===== src/rtl/fifo_pkg.sv =====
// Shared defaults and pointer sizing for the synchronous FIFO.
// No logic; constants and a width helper only.
package fifo_pkg;

    localparam int FIFO_DEPTH_DEF = 8;
    localparam int DATA_WIDTH_DEF = 32;

    // One extra MSB wrap bit distinguishes full from empty when addresses match
    function automatic int ptr_width(input int depth);
        return $clog2(depth) + 1;
    endfunction

endpackage


===== src/rtl/fifo_mem.sv =====
// Register-array storage: one synchronous write port, one registered read port.
// Latency: read data valid after the accepting edge; no backpressure, caller gates ports.
module fifo_mem
    import fifo_pkg::*;
#(
    parameter int DEPTH      = FIFO_DEPTH_DEF,
    parameter int DATA_WIDTH = DATA_WIDTH_DEF,
    localparam int AW        = $clog2(DEPTH)
) (
    input  logic                  clk,
    input  logic                  rst_n,
    input  logic                  wr_vld,
    input  logic [AW-1:0]         wr_addr,
    input  logic [DATA_WIDTH-1:0] wr_dat,
    input  logic                  rd_vld,
    input  logic [AW-1:0]         rd_addr,
    output logic [DATA_WIDTH-1:0] rd_dat
);

    logic [DATA_WIDTH-1:0] mem_q [DEPTH];
    logic [DATA_WIDTH-1:0] rd_dat_q;
    logic [DATA_WIDTH-1:0] rd_dat_d;

    // Read and write never target the same live entry: reads are blocked
    // when empty and writes when full, so no bypass path is needed.
    always_comb begin
        rd_dat_d = rd_dat_q;
        if (rd_vld) begin
            rd_dat_d = mem_q[rd_addr];
        end
    end

    // Storage is intentionally not reset
    always_ff @(posedge clk) begin
        if (wr_vld) begin
            mem_q[wr_addr] <= wr_dat;
        end
    end

    always_ff @(posedge clk or negedge rst_n) begin
        if (!rst_n) begin
            rd_dat_q <= '0;
        end else begin
            rd_dat_q <= rd_dat_d;
        end
    end

    assign rd_dat = rd_dat_q;

endmodule


===== src/rtl/fifo_sync.sv =====
// Single-clock FIFO with wrap-bit pointers; full/empty decoded from registered pointers.
// Latency: one clock read; backpressure: writes dropped when full, reads ignored when empty.
module fifo_sync
    import fifo_pkg::*;
#(
    parameter int FIFO_DEPTH = FIFO_DEPTH_DEF,
    parameter int DATA_WIDTH = DATA_WIDTH_DEF
) (
    input  logic                  clk,
    input  logic                  rst_n,
    input  logic                  cs,
    input  logic                  wr_en,
    input  logic                  rd_en,
    input  logic [DATA_WIDTH-1:0] data_in,
    output logic [DATA_WIDTH-1:0] data_out,
    output logic                  empty,
    output logic                  full
);

    localparam int PW = ptr_width(FIFO_DEPTH);
    localparam int AW = PW - 1;
    localparam logic [PW-1:0] PTR_ONE = PW'(1);

    logic [PW-1:0] wr_ptr_q;
    logic [PW-1:0] wr_ptr_d;
    logic [PW-1:0] rd_ptr_q;
    logic [PW-1:0] rd_ptr_d;
    logic          wr_acc;
    logic          rd_acc;

    assign empty = (wr_ptr_q == rd_ptr_q);
    assign full  = (wr_ptr_q[AW-1:0] == rd_ptr_q[AW-1:0]) &&
                   (wr_ptr_q[PW-1] != rd_ptr_q[PW-1]);

    // Gating on the flags yields read-only when full and write-only when empty
    assign wr_acc = cs && wr_en && !full;
    assign rd_acc = cs && rd_en && !empty;

    always_comb begin
        wr_ptr_d = wr_ptr_q;
        rd_ptr_d = rd_ptr_q;
        if (wr_acc) begin
            wr_ptr_d = wr_ptr_q + PTR_ONE;
        end
        if (rd_acc) begin
            rd_ptr_d = rd_ptr_q + PTR_ONE;
        end
    end

    always_ff @(posedge clk or negedge rst_n) begin
        if (!rst_n) begin
            wr_ptr_q <= '0;
            rd_ptr_q <= '0;
        end else begin
            wr_ptr_q <= wr_ptr_d;
            rd_ptr_q <= rd_ptr_d;
        end
    end

    fifo_mem #(
        .DEPTH      (FIFO_DEPTH),
        .DATA_WIDTH (DATA_WIDTH)
    ) u_mem (
        .clk     (clk),
        .rst_n   (rst_n),
        .wr_vld  (wr_acc),
        .wr_addr (wr_ptr_q[AW-1:0]),
        .wr_dat  (data_in),
        .rd_vld  (rd_acc),
        .rd_addr (rd_ptr_q[AW-1:0]),
        .rd_dat  (data_out)
    );

endmodule


===== config.mk =====
export PLATFORM = sky130hd
export DESIGN_NAME = fifo_sync
export DESIGN_NICKNAME = d
export VERILOG_FILES = /design/src/rtl/fifo_pkg.sv /design/src/rtl/fifo_mem.sv /design/src/rtl/fifo_sync.sv
export SDC_FILE = /design/constraint.sdc
export NUM_CORES = 1
export LEC_CHECK = 0
export BUFFER_PORTS_ARGS = -buffer_cell sky130_fd_sc_hd__buf_2
export CAP_MARGIN = 20
export CORE_ASPECT_RATIO = 0.6
export CORE_UTILIZATION = 62
export CTS_BUF_LIST = sky130_fd_sc_hd__clkbuf_2 sky130_fd_sc_hd__clkbuf_4 sky130_fd_sc_hd__clkbuf_8
export DETAILED_ROUTE_END_ITERATION = 8
export GPL_TIMING_DRIVEN = 0
export PLACE_DENSITY = 0.9
export SLEW_MARGIN = 40
export SYNTH_ARGS = -nofsm -noshare
export SYNTH_HDL_FRONTEND = slang
export SYNTH_SLANG_ARGS = --single-unit

===== constraint.sdc =====
create_clock -name clk -period 4.8 [get_ports clk]
set_input_delay 0 -clock clk [delete_from_list [all_inputs] [get_ports clk]]
set_output_delay 0 -clock clk [all_outputs]
set_load 0.01 [all_outputs]

Yosys cells after proc, flatten, opt, wreduce, memory -nomap -nowiden
Memory sizes are Yosys's and may differ from the RTL's. A register that Yosys moved wholly into a read port is not among the register bits.
Cells that the tools add are included.
{"block": "totals", "reg_bits": 8, "mem_bits_rw": 256, "out_inout_bits": 34, "mem_count": 1}
{"block": "classes", "add_sub_neg": 2, "n_eq_ne": 3, "n_mux": 2, "n_reduce_logical": 8}
{"memory": "u_mem.mem_q", "depth": 8, "word_bits": 32, "rd": 1, "rd_clocked_by_memory_dff": 1, "wr": 1, "line_no": "fifo_mem.sv:20", "source": "logic [DATA_WIDTH-1:0] mem_q [DEPTH];"}
{"op": "$add 4x1->4 const B", "count": 2}
{"op": "$logic_and 1x1->1", "count": 5}
{"op": "$eq 4x4->1", "count": 1}
{"op": "$eq 3x3->1", "count": 1}
{"op": "$logic_not 1->1", "count": 3}
{"op": "$mux 1", "count": 2}
{"op": "$ne 1x1->1", "count": 1}

Longest topological paths before layout
{"block": "logic_depth", "ltp_word": 6, "depth_mapped": 6}

Modules after synthesis
Synthesis repeated with hierarchy kept, for this count alone.
{"block": "unflattened", "cells_unflattened": 670, "hier_area_um2": 11681.2}
{"mod": "fifo_mem", "n_inst": 1, "cells_per_inst": 635, "area_per_inst_um2": 11254.5, "seq_area_each_um2": 8488.1}
{"mod": "fifo_sync", "n_inst": 1, "cells_per_inst": 35, "area_per_inst_um2": 426.7, "seq_area_each_um2": 200.2}

Worst setup path after synthesis
OpenSTA, ideal clock, no wires.
{"block": "synth_path", "kind": "register to register", "startpoint": "reg wr_ptr_q[0]", "endpoint": "mem u_mem.mem_q[0][0] (netlist name), enable pin", "setup_time_ns": 0.461, "t_arrival_ns": 3.349, "required_time_ns": 4.339, "setup_slack_ns": 0.990, "stages_incl_launch_ff": 6, "n_path_buf": 1, "cell_sequence": "dfrtp_1 > buf_2 > xnor2_2 > a41oi_2 > nand2b_1 > nor3_1"}
{"block": "synth_between", "elab_chain_len": 6}
{"item": "start, declared", "line_no": "fifo_sync.sv:24", "source": "logic [PW-1:0] wr_ptr_q;"}
{"item": "start signal, assigned", "line_no": "fifo_sync.sv:55", "source": "wr_ptr_q <= wr_ptr_d;"}
{"item": "$eq 3x3->1", "line_no": "fifo_sync.sv:32", "source": "assign full = (wr_ptr_q[AW-1:0] == rd_ptr_q[AW-1:0]) &&"}
{"item": "$logic_and 1x1->1", "line_no": "fifo_sync.sv:32"}
{"item": "$logic_not 1->1", "line_no": "fifo_sync.sv:36", "source": "assign wr_acc = cs && wr_en && !full;"}
{"item": "$logic_and 1x1->1", "line_no": "fifo_sync.sv:36"}
{"item": "$mux 1", "line_no": "fifo_mem.sv:35", "source": "if (wr_vld) begin"}
{"item": "$mux 1 (implied by the code)", "line_no": "fifo_mem.sv:36", "source": "mem_q[wr_addr] <= wr_dat;"}
{"item": "end, declared", "line_no": "fifo_mem.sv:20"}
Parallel ways exist; a longest one is shown, timed or not.

Worst setup path after layout
{"block": "layout_path", "startpoint": "reg wr_ptr_q[1]", "endpoint": "mem u_mem.mem_q[0][22] (netlist name), enable pin"}
The elaborated chain is that of the path after synthesis.

==> flow_metrics.tcl <==
set metrics [dict create \
    antenna_found_initial 0 \
    hold_path.class "in -> async" \
    via_per_inst 5.99 \
    grt_max_degree 41 \
    finalCriticalPeriod_ns 3.07 \
    insertion_delay_ns 0.52 \
    ys.flop_type "edfxtp_1" \
    clock_skew_ns 0.0162 \
    routabilityCongestion 0.758 \
    ys_ff_latch 296 \
    crit_top_cell "buf_2" \
    synth_area_leader_cell "edfxtp_1" \
    outcome "completed" \
    cts_tree "done" \
    timing_worst_setup_path_type "reg -> reg" \
    r2r_end "u_mem.mem_q[0][22]$_DFFE_PP_" \
    peakVddDrop_mv 0.309 \
    cts_resized 0 \
    h-tree-depth 2 \
    setup_violations 0 \
    yosysMostFrequentCell "edfxtp_1" \
    synth_edf_count 256 \
    cts-root-buf "clkbuf_8" \
    pre_cts_slack_ns 1.81 \
    diodes 0 \
    cellLeakagePower_nw 4.75 \
    overflow 0 \
    synthTopCellsByArea "edfxtp_1 69%, mux4_2 13%, dfrtp_1 8.9%, mux2i_1 2.9%, a21oi_1 1.4%" \
    slowest_delay_ns 0.46 \
    syn-instance-count 525 \
    cts_made_buffers 42 \
    core_mm2 0.0174 \
    drive_gt1_frac 0.369 \
    num_vias 5785 \
    synth_top_family_by_area "multiplexers" \
    synthMuxAreaShare 0.159 \
    dpl_cell_area_mm2 0.0122 \
    worstPathMaxFanout 8 \
    period_share 0.639 \
    die_y_um 106 \
    worstMarginPinSlew_ns 0.800 \
    areaGrowthSynthToFinish_pct 20.3 \
    synth-adder-area-share 0.00223 \
    drc 0 \
    route.final.wire_length_um 23200 \
    io_buffers 70 \
    worst_slack_ns 1.73 \
    die_w_um 176 \
    hold_viol 0 \
    clockBufferDepth 3 \
    powerDensity_mw_per_mm2 562 \
    dieArea_mm2 0.0186 \
    cap_viol_max_count 0 \
    critPathLaunch "wr_ptr_q[1]$_DFFE_PN0P_" \
    clock_sinks 296 \
    synth_simple_gate_area_frac 0.0193 \
    synth_compound_area_frac 0.0172 \
    rsz0062_at_grt "no" \
    synth_area_mm2 0.0112 \
    critPathRequiredTime_ns 5.01 \
    synth_cell_type_count 22 \
    yosysSeqAreaShare 0.775 \
    yosys-top-cells-count "256 x edfxtp_1, 64 x mux4_2, 40 x dfrtp_1" \
    placementRows 37 \
    synth_xor_area_frac 0.0114 \
    async_reset_ff_frac 0.135 \
    fin_nets 736 \
    grt_pass1_wl_um 35200 \
    start_kind "register" \
    slew_headroom 0.467 \
    io-pin-count 71 \
    fin_area_mm2 0.0135 \
    drv_slew 0 \
    initial_core_util 0.644 \
    ys_warn_count 0 \
    timing.reg2reg.setup_slack_ns 1.73 \
    grt_use_total 0.261 \
    dp_hpwl_um 14900 \
    critPathSlowestCell "nor3_2" \
    reg2reg_depth 8 \
    drt.antenna.violating_nets 0 \
    fmax_ghz 0.326 \
    drtPass1Iterations 4 \
    drt-initial-drc-count 558 \
    clk_pin_slew_ns 0.07 \
    cp_data_arrival_time_ns 3.28 \
    syn_nets 564 \
    r2r-start "wr_ptr_q[1]$_DFFE_PN0P_" \
    grt_pass1_vias 6233 \
    path_cells "buf_2 > xnor2_2 > a41oi_2 > nand2b_1 > nor3_2 > buf_4 > buf_2 > buf_2" \
    synth_top_area_frac 0.686 \
    syn_area_per_cell_um2 21.4 \
    wl_per_cell_um 24.1 \
    worstSetupEndpointType "register" \
]
[final cells by class]
class                           count  area (µm²)
Multi-Input combinational cell    199        2390
Inverter                            1        3.75
Timing Repair Buffer              128        1040
Clock inverter                      6        25.0
Sequential cell                   296        8690
Tap cell                          234         293
Fill cell                         925        3920
Clock buffer                       72         866
Buffer                             29         178
[power by group]
group	total [W]	switching, W	leakage, nW	internal, W
clock	0.00201	0.000881	0.480	0.00113
sequential	0.00329	0.000143	2.76	0.00315
combinational	0.00227	0.00121	1.51	0.00106
[placed cells by master, fill, tap and decap left out, types with 3 or more instances in the layout]
master,instances
buf_8,4
buf_4,10
mux2i_1,32
clkbuf_4,20
nand2_1,7
nand2b_1,3
buf_2,89
buf_6,5
mux4_2,64
edfxtp_1,256
dlygate4sd3_1,37
xor2_1,4
xnor2_1,5
nor2_1,32
clkbuf_8,52
dfrtp_1,40
xnor2_2,3
nor2_4,5
clkinv_1,4
a21oi_1,32
buf_16,7
[worst max-delay path: cells and delay by family (launching register included)]
kind | cells | cell delay (ns)
compound gates | 1 | 0.40
xor+xnor | 1 | 0.22
buf+inv | 4 | 0.97
flops | 1 | 0.38
simple gates | 2 | 0.77
[flip-flops by register name, summed over array words and instances, names as in the netlist]
name	cells
wr_ptr_q	4
rd_ptr_q	4
u_mem.rd_dat	32
u_mem.mem_q	256
[worst max path at each step]
stage	endpoint	depth (start not counted)
floorplan	u_mem.mem_q[0][0]$_DFFE_PP_	5
global placement	u_mem.mem_q[4][22]$_DFFE_PP_	5
detailed placement	u_mem.mem_q[0][22]$_DFFE_PP_	8
CTS	u_mem.mem_q[0][0]$_DFFE_PP_	8
global route	u_mem.mem_q[0][0]$_DFFE_PP_	8
finish	u_mem.mem_q[0][22]$_DFFE_PP_	8
[logic make-up (layout without fill, tap and decap cells)]
family / after synthesis / in the layout
flops: 296 / 296
mux: 98 / 98
simple gates: 53 / 53
compound gates: 34 / 34
buf+inv: 30 / 236
xor+xnor: 12 / 12
fa+ha+maj: 2 / 2
[routing by layer]
layer	track usage	up-vias	wire, µm
li1	-	2469	-
met1	0.342	2980	9230
met2	0.442	287	11900
met3	0.0583	49	1560
met4	0.0870	0	553
met5	0	-	0
[per-stage QoR]
step	power, W	cells	TNS (ns)	util	hold WS [ns]
2_1_floorplan	0.00485	525	0	-	-0.296
3_3_place_gp	0.00537	829	-57.11	0.681	0.225
3_5_place_dp	0.00559	850	0	0.702	0.0541
4_1_cts	0.00762	965	0	0.775	0.0387
5_1_grt	0.00790	965	0	0.775	0.0796
6_report	0.00758	965	0	0.775	0.0334
[timing repair]
action,4_1_cts,5_1_grt
hold buffers,37,0
buffers inserted,0,0
endpoints found under the hold margin,301,0
endpoints found under the setup margin,0,0
Power figures use the tool's default switching activity.
